File: src/rtl/pipe_elastic_stage.sv
// Elastic pipeline register with valid/ready handshake, optional 2-entry skid
// buffer, synchronous flush and a saturating stall-cycle counter.
module pipe_elastic_stage #(
    parameter int unsigned DATA_W = 128,
    parameter int unsigned CTRL_W = 24,
    parameter int unsigned SKID   = 1,
    parameter int unsigned CNT_W  = 16
) (
    input  logic              clk,
    input  logic              rst,
    input  logic              flush,
    input  logic              in_valid,
    output logic              in_ready,
    input  logic [DATA_W-1:0] in_data,
    input  logic [CTRL_W-1:0] in_ctrl,
    output logic              out_valid,
    input  logic              out_ready,
    output logic [DATA_W-1:0] out_data,
    output logic [CTRL_W-1:0] out_ctrl,
    output logic [CNT_W-1:0]  stall_cnt,
    input  logic              cnt_clr
);

    typedef enum logic [1:0] {
        EMPTY     = 2'd0,
        FULL      = 2'd1,
        SKID_FULL = 2'd2
    } state_t;

    localparam logic [CNT_W-1:0] CNT_MAX = {CNT_W{1'b1}};

    state_t            state_q, state_d;
    logic [DATA_W-1:0] main_data_q, main_data_d;
    logic [CTRL_W-1:0] main_ctrl_q, main_ctrl_d;
    logic [DATA_W-1:0] skid_data_q, skid_data_d;
    logic [CTRL_W-1:0] skid_ctrl_q, skid_ctrl_d;
    logic              out_valid_d;
    logic              in_ready_q, in_ready_d;
    logic [CNT_W-1:0]  stall_cnt_d;
    logic              acc;
    logic              emt;

    // With the skid buffer in_ready is a flop; without it, it looks through to out_ready.
    assign in_ready = (SKID != 0) ? in_ready_q : (!out_valid | out_ready);
    assign acc      = in_valid & in_ready;
    assign emt      = out_valid & out_ready;
    assign out_data = main_data_q;
    assign out_ctrl = main_ctrl_q;

    // State register and payload storage
    always_ff @(posedge clk or posedge rst) begin
        if (rst) begin
            state_q     <= EMPTY;
            main_data_q <= '0;
            main_ctrl_q <= '0;
            skid_data_q <= '0;
            skid_ctrl_q <= '0;
            out_valid   <= 1'b0;
            in_ready_q  <= 1'b1;
            stall_cnt   <= '0;
        end else begin
            state_q     <= state_d;
            main_data_q <= main_data_d;
            main_ctrl_q <= main_ctrl_d;
            skid_data_q <= skid_data_d;
            skid_ctrl_q <= skid_ctrl_d;
            out_valid   <= out_valid_d;
            in_ready_q  <= in_ready_d;
            stall_cnt   <= stall_cnt_d;
        end
    end

    // Next-state, payload movement and counter update
    always_comb begin
        state_d     = state_q;
        main_data_d = main_data_q;
        main_ctrl_d = main_ctrl_q;
        skid_data_d = skid_data_q;
        skid_ctrl_d = skid_ctrl_q;

        case (state_q)
            EMPTY: begin
                if (acc) begin
                    state_d     = FULL;
                    main_data_d = in_data;
                    main_ctrl_d = in_ctrl;
                end
            end
            FULL: begin
                if (acc && emt) begin
                    main_data_d = in_data;
                    main_ctrl_d = in_ctrl;
                end else if (emt) begin
                    state_d     = EMPTY;
                    main_ctrl_d = '0;
                end else if (acc && (SKID != 0)) begin
                    state_d     = SKID_FULL;
                    skid_data_d = in_data;
                    skid_ctrl_d = in_ctrl;
                end
            end
            SKID_FULL: begin
                if (emt) begin
                    state_d     = FULL;
                    main_data_d = skid_data_q;
                    main_ctrl_d = skid_ctrl_q;
                    skid_ctrl_d = '0;
                end
            end
            default: begin
                state_d     = EMPTY;
                main_ctrl_d = '0;
                skid_ctrl_d = '0;
            end
        endcase

        // Flush discards everything, including a same-cycle accept; data is kept.
        if (flush) begin
            state_d     = EMPTY;
            main_data_d = main_data_q;
            main_ctrl_d = '0;
            skid_data_d = skid_data_q;
            skid_ctrl_d = '0;
        end

        out_valid_d = (state_d != EMPTY);
        in_ready_d  = (state_d != SKID_FULL);

        stall_cnt_d = stall_cnt;
        if (cnt_clr) begin
            stall_cnt_d = '0;
        end else if (out_valid && !out_ready && (stall_cnt != CNT_MAX)) begin
            stall_cnt_d = stall_cnt + CNT_W'(1);
        end
    end

endmodule

File: config.mk
export PLATFORM = sky130hd
export DESIGN_NAME = pipe_elastic_stage
export DESIGN_NICKNAME = d
export VERILOG_FILES = /design/src/rtl/pipe_elastic_stage.sv
export SDC_FILE = /design/constraint.sdc
export NUM_CORES = 1
export LEC_CHECK = 0
export BUFFER_PORTS_ARGS = -buffer_cell sky130_fd_sc_hd__buf_2
export CELL_PAD_IN_SITES_DETAIL_PLACEMENT = 0
export CELL_PAD_IN_SITES_GLOBAL_PLACEMENT = 1
export CORE_AREA = 10 10 211 213
export CTS_CLUSTER_SIZE = 10
export DETAILED_ROUTE_END_ITERATION = 8
export DIE_AREA = 0 0 221 223
export PLACE_DENSITY_LB_ADDON = 0.1
export SLEW_MARGIN = 20
export SYNTH_ARGS = -nofsm -noshare
export SYNTH_HDL_FRONTEND = slang
export SYNTH_SLANG_ARGS = --single-unit
File: constraint.sdc
create_clock -name clk -period 12.9 [get_ports clk]
set_input_delay 1.935 -clock clk [delete_from_list [all_inputs] [get_ports clk]]
set_output_delay 1.935 -clock clk [all_outputs]
set_load 0.02 [all_outputs]
## After elaboration in Yosys (flattened, before gate mapping)

Index checks and enable logic that the tools add are counted.

- Reduce and logical (&&, ||, !) cells: 12
- Shift-type cells: 0
- Bitwise operators: 5
- Mux-type cells: 23
- Magnitude comparators: 0
- Divide/modulo/power cells: 0
- Multiply operators: 0
- Eq/ne operators: 14
- Add/subtract/negate cells: 1

Operators with widths:

| kind | count |
|---|---|
| 128-bit two-way mux | 3 |
| 128-bit one-hot mux with 3 select lines | 1 |
| 24-bit two-way mux | 8 |
| 24-bit one-hot mux with 3 select lines | 2 |
| 16-bit two-way mux | 2 |
| 16-bit by 1-bit adder with 16-bit output, second input constant | 1 |
| 16-bit != test, second input constant | 1 |
| 3-bit != test, second input constant | 5 |
| 5-bit AND reduction | 3 |
| 2-bit two-way mux | 6 |
| 2-bit != test, second input constant | 5 |
| 2-bit one-hot mux with 3 select lines | 1 |
| 4-bit != test, second input constant | 1 |
| 2-bit nonzero test | 2 |
| 1-bit logical AND | 3 |
| 1-bit inverter | 3 |
| 3-bit AND reduction | 1 |
| 3-bit nonzero test | 1 |
| 1-bit AND | 2 |
| 2-bit by 1-bit equality test with 1-bit output, second input constant | 1 |
| 2-bit equality test, second input constant | 1 |
| 2-bit logical NOT | 1 |
| 1-bit logical NOT | 1 |

- Latch bits: 0
- Bits of input ports: 158
- Output and inout port bits: 170
- Bits in writable memories: 0
- ROM bits: 0
- Bits in registers: 324
- Memories: 0
- Word-level logic and storage cells: 63

## Logic depth before layout (Yosys ltp)

- Depth after elaboration: 7
- Depth in mapped cells: 7
- Depth with buffers taken out: 5

## Worst setup path after synthesis

Ideal clock, no wire load.

- Path kind: input to register
- Start: input in_valid
- End: register main_data_q[0], in the netlist out_data[0]
- Slack: 9.621 ns
- Data required time: 12.775 ns
- Stages: 6
- Library setup time: 0.125 ns
- Arrival time: 3.154 ns
- Path buffers: 2
- Cells stage by stage: nand3b_1 -> a21oi_1 -> o21ba_2 -> buf_2 -> buf_2 -> mux2_2

- Word-level cells in the longest chain between the ends: 4
- Elaborated cells on any way between the ends: 5

RTL lines:

| item | line | RTL |
|---|---|---|
| from (decl) | 12 | `input logic in_valid,` |
| 1-bit AND (*) | 45 | `assign acc = in_valid & in_ready;` |
| 1-bit logical AND | 90 | `if (acc && emt) begin` |
| 2-bit != test (no line) | -- |  |
| 5-bit AND reduction (no line) (*) | -- |  |
| to (signal assigned) | 63 | `main_data_q <= main_data_d;` |
| to (decl) | 33 | `logic [DATA_W-1:0] main_data_q, main_data_d;` |

Every way passes the cells marked *; elsewhere a longest branch is shown, timed or not.
A chain may end at the register's enable or synchronous reset.

## Final worst setup path

- Start: input out_ready
- End: register main_data_q[15], in the netlist out_data[15]

- Word-level cells in the longest chain between the ends: 4
- Elaborated cells on any way between the ends: 5

RTL lines:

| item | line | RTL |
|---|---|---|
| from (decl) | 17 | `input logic out_ready,` |
| 1-bit AND (*) | 46 | `assign emt = out_valid & out_ready;` |
| 1-bit logical AND | 90 |  |
| 2-bit != test (no line) | -- |  |
| 5-bit AND reduction (no line) (*) | -- |  |

Marks and branches as above.

==> results.sh <==
export IMPL_initial_core_util_pct=34.6
export IMPL_drive_above_1_share_pct=61.7
export IMPL_synth_top_area_cell="dfrtp_1"
export IMPL_p_leak_nw=7.89
export IMPL_critPathCaptureType="flop"
export IMPL_crit_chain="buf_2 -> nand3_1 -> a21oi_1 -> o21ba_4 -> buf_4 -> buf_4 -> mux2_2"
export IMPL_fmax_mhz=224
export IMPL_slew_headroom_pct=29.5
export IMPL_crit_type="in -> reg"
export IMPL_syn_area_um2=14000
export IMPL_numCtsBuffers=41
export IMPL_syn_area_per_cell_um2=14.8
export IMPL_syn_to_final_growth_pct=24.1
export IMPL_root_buffer="clkbuf_16"
export IMPL_powerDensity_nw_per_um2=200
export IMPL_ir_drop_uv=108
export IMPL_fin_tns_setup_ns=0
export IMPL_status="finished clean"
export IMPL_power_share_switching_pct=30.8
export IMPL_grt_pass1_vias=9666
export IMPL_grt_max_degree=136
export IMPL_synth_distinct_cells=41
export IMPL_yosys_top_cells_area="dfrtp_1 (58%), mux2_2 (31%), a22o_1 (1.6%)"
export IMPL_drc=0
export IMPL_ys_warn_count=0
export IMPL_core_area_um2=40400
export IMPL_cp_max_fo=63
export IMPL_path_common_cell="buf_4"
export IMPL_via_count=9072
export IMPL_seqPwrFrac_pct=44.2
export IMPL_cts_setup_buffers=0
export IMPL_period_minus_slack_ns=4.47
export IMPL_fp_dieArea_um2=49300
export IMPL_ant_nets=0
export IMPL_die_y_um=223
export IMPL_viasPerCell=4.97
export IMPL_critical_path_top_delay_family="buffers and inverters"
export IMPL_p_int_mw=2.40
export IMPL_drt_wl_total_um=38300
export IMPL_cts_hold_buf=0
export IMPL_seq_area_frac_synth_pct=58.1
export IMPL_cts_path_max_buffers=3
export IMPL_dr_pass1_iters=4
export IMPL_tritoncts="built"
export IMPL_num_rows=74
export IMPL_antenna_found_initial=14
export IMPL_p_clk_share_pct=29.5
export IMPL_pwr_share_comb_pct=26.4
export IMPL_p_switching_mw=1.07
export IMPL_synth_net_count=1103
export IMPL_io_buffers=327
export IMPL_period_share_pct=34.6
export IMPL_max_slew_worst_pin_slew_ns=1.06
export IMPL_ys_ff_latch=324
export IMPL_skew_ns=0.00944
export IMPL_cp_required_ns=13.32
export IMPL_postCtsResizedCells=0
export IMPL_clkSlewWorstSetupHoldPaths_ns=0.05
export IMPL_clk_latency_ns=0.53
export IMPL_hold_viol_final=0
export IMPL_max_stage_delay_ns=0.81
export IMPL_post_route_util_pct=42.9
export IMPL_grt_usage_pct=15.3
export IMPL_hp_class="reg -> reg"
export IMPL_place_congestion=0.724
export IMPL_grt_overflow_total=0
export IMPL_wl_per_cell_um=21.0
export IMPL_htree_num_levels=2
export IMPL_cap_violations=0
export IMPL_die_width_um=221
export IMPL_setup_violations=0
export IMPL_synth_top_area_share_pct=57.9
export IMPL_synthCells=944
export IMPL_crit_path_start_kind="primary input"
export IMPL_grt_pass1_wl_um=59800
export IMPL_worst_path_max_delay_cell="buf_4"
export IMPL_ioPinCount=328
export IMPL_drt_iter0_drc=452
export IMPL_cp_num_buf_inv=3
export IMPL_cp_arrival_ns=4.89
export IMPL_hpwl_um=25600
export IMPL_fin_nets=1429
export IMPL_finalMaxSlewViolations=0
export IMPL_clock_sinks=324
export IMPL_rsz0062_at_grt="no"
==> area by class of cell <==
class | count | area, µm²
Fill cell | 3883 | 23000
Sequential cell | 324 | 8110
Multi-Input combinational cell | 559 | 5610
Timing Repair Buffer | 339 | 1740
Clock buffer | 55 | 1130
Tap cell | 532 | 666
Inverter | 5 | 26.3
Clock inverter | 4 | 23.8
Antenna cell | 7 | 17.5
==> power groups by stage <==
stage / clock (mW) / sequential [mW] / combinational, mW
2_1_floorplan: 0 / 1.71 / 0.430
3_3_place_gp: 0 / 1.54 / 0.920
3_5_place_dp: 0 / 1.55 / 0.935
4_1_cts: 1.06 / 1.54 / 0.936
5_1_grt: 1.10 / 1.58 / 0.991
6_report: 1.02 / 1.53 / 0.915
==> cells by family after synthesis <==
logic type,after synthesis,share of synthesized area [%]
AO/OA/AOI/OAI,115,6.32
XOR/XNOR,1,0.0628
adder cells (fa/ha/maj),1,0.0897
buffers and inverters,61,1.91
flip-flops,324,58.1
multiplexers,385,31.1
AND/OR/NAND/NOR,57,2.42
==> state kept, by name, indices dropped and copies added, names as in the netlist <==
register,cells
stall_cnt,16
out_valid,1
skid_ctrl_q,24
skid_data_q,128
state_q,2
out_ctrl,24
in_ready,1
out_data,128
==> cells in the final DEF, fill, tap and decap left out, drive strengths merged, types with 3 or more instances in the layout <==
cell type	instances
dfrtp	323
inv	6
a21oi	19
a22o	25
nand4	6
a22oi	24
nand2	9
nor2	7
mux2	384
buf	339
or4	6
o21ai	10
nand3	8
o2bb2ai	24
o31ai	6
clkinv	3
or3	8
clkbuf	55
diode	7
==> final timing paths <==
check | from | end | slack [ns] | cells after the start
min in group asynchronous | rst | out_data[40] | 1.50 | 2
max reg2reg | state_q[1] | out_data[15] | 9.40 | 6
max in group asynchronous | rst | skid_data_q[116] | 9.24 | 4
min reg2reg | out_ctrl[18] | out_ctrl[18] | 0.48 | 1
max | out_ready | out_data[15] | 8.43 | 7
min | out_ctrl[18] | out_ctrl[18] | 0.48 | 1
==> cell usage after synthesis (all sizes together) <==
cell and count:
a21oi 19, a22o 25, a22oi 24, a311o 1, a31o 1, and2 2
and3 1, and4 1, buf 40, clkbuf 16, dfrtp 323, dfstp 1
ha 1, inv 5, mux2 384, mux2i 1, nand2 9, nand2b 2
nand3 8, nand3b 1, nand4 6, nor2 7, nor2b 1, nor3 2
nor4 1, o21a 1, o21ai 10, o21ba 2, o21bai 1, o2bb2ai 24
o31ai 6, o41ai 1, or2 2, or3 8, or4 6, xor2 1
==> worst register-to-register path, cell delays in order, from the launching register on <==
cell and delay [ns]:
dfrtp_1 0.47, nand3b_1 0.23, a21oi_1 0.31, o21ba_4 0.46, buf_4 0.60, buf_4 0.83, mux2_2 0.48
==> routing by layer <==
metal / vias to the layer above / part of all wire (%) / GRT usage, %
li1: 4156 / - / -
met1: 4592 / 44 / 19.6
met2: 239 / 45 / 23.3
met3: 65 / 8.7 / 6.09
met4: 20 / 1.9 / 4.51
met5: - / 0.32 / 0
==> per-stage QoR <==
stage	setup slack (ns)	hold slack (ns)	area (µm²)	cells	total power, mW
2_1_floorplan	2.00	0.466	14000	944	2.14
3_3_place_gp	7.78	0.471	16100	1759	2.46
3_5_place_dp	7.78	0.469	16100	1759	2.49
4_1_cts	8.35	0.487	17300	1818	3.54
5_1_grt	8.18	0.499	17300	1819	3.68
6_report	8.43	0.482	17300	1825	3.47
(Power assumes the default switching activity.)
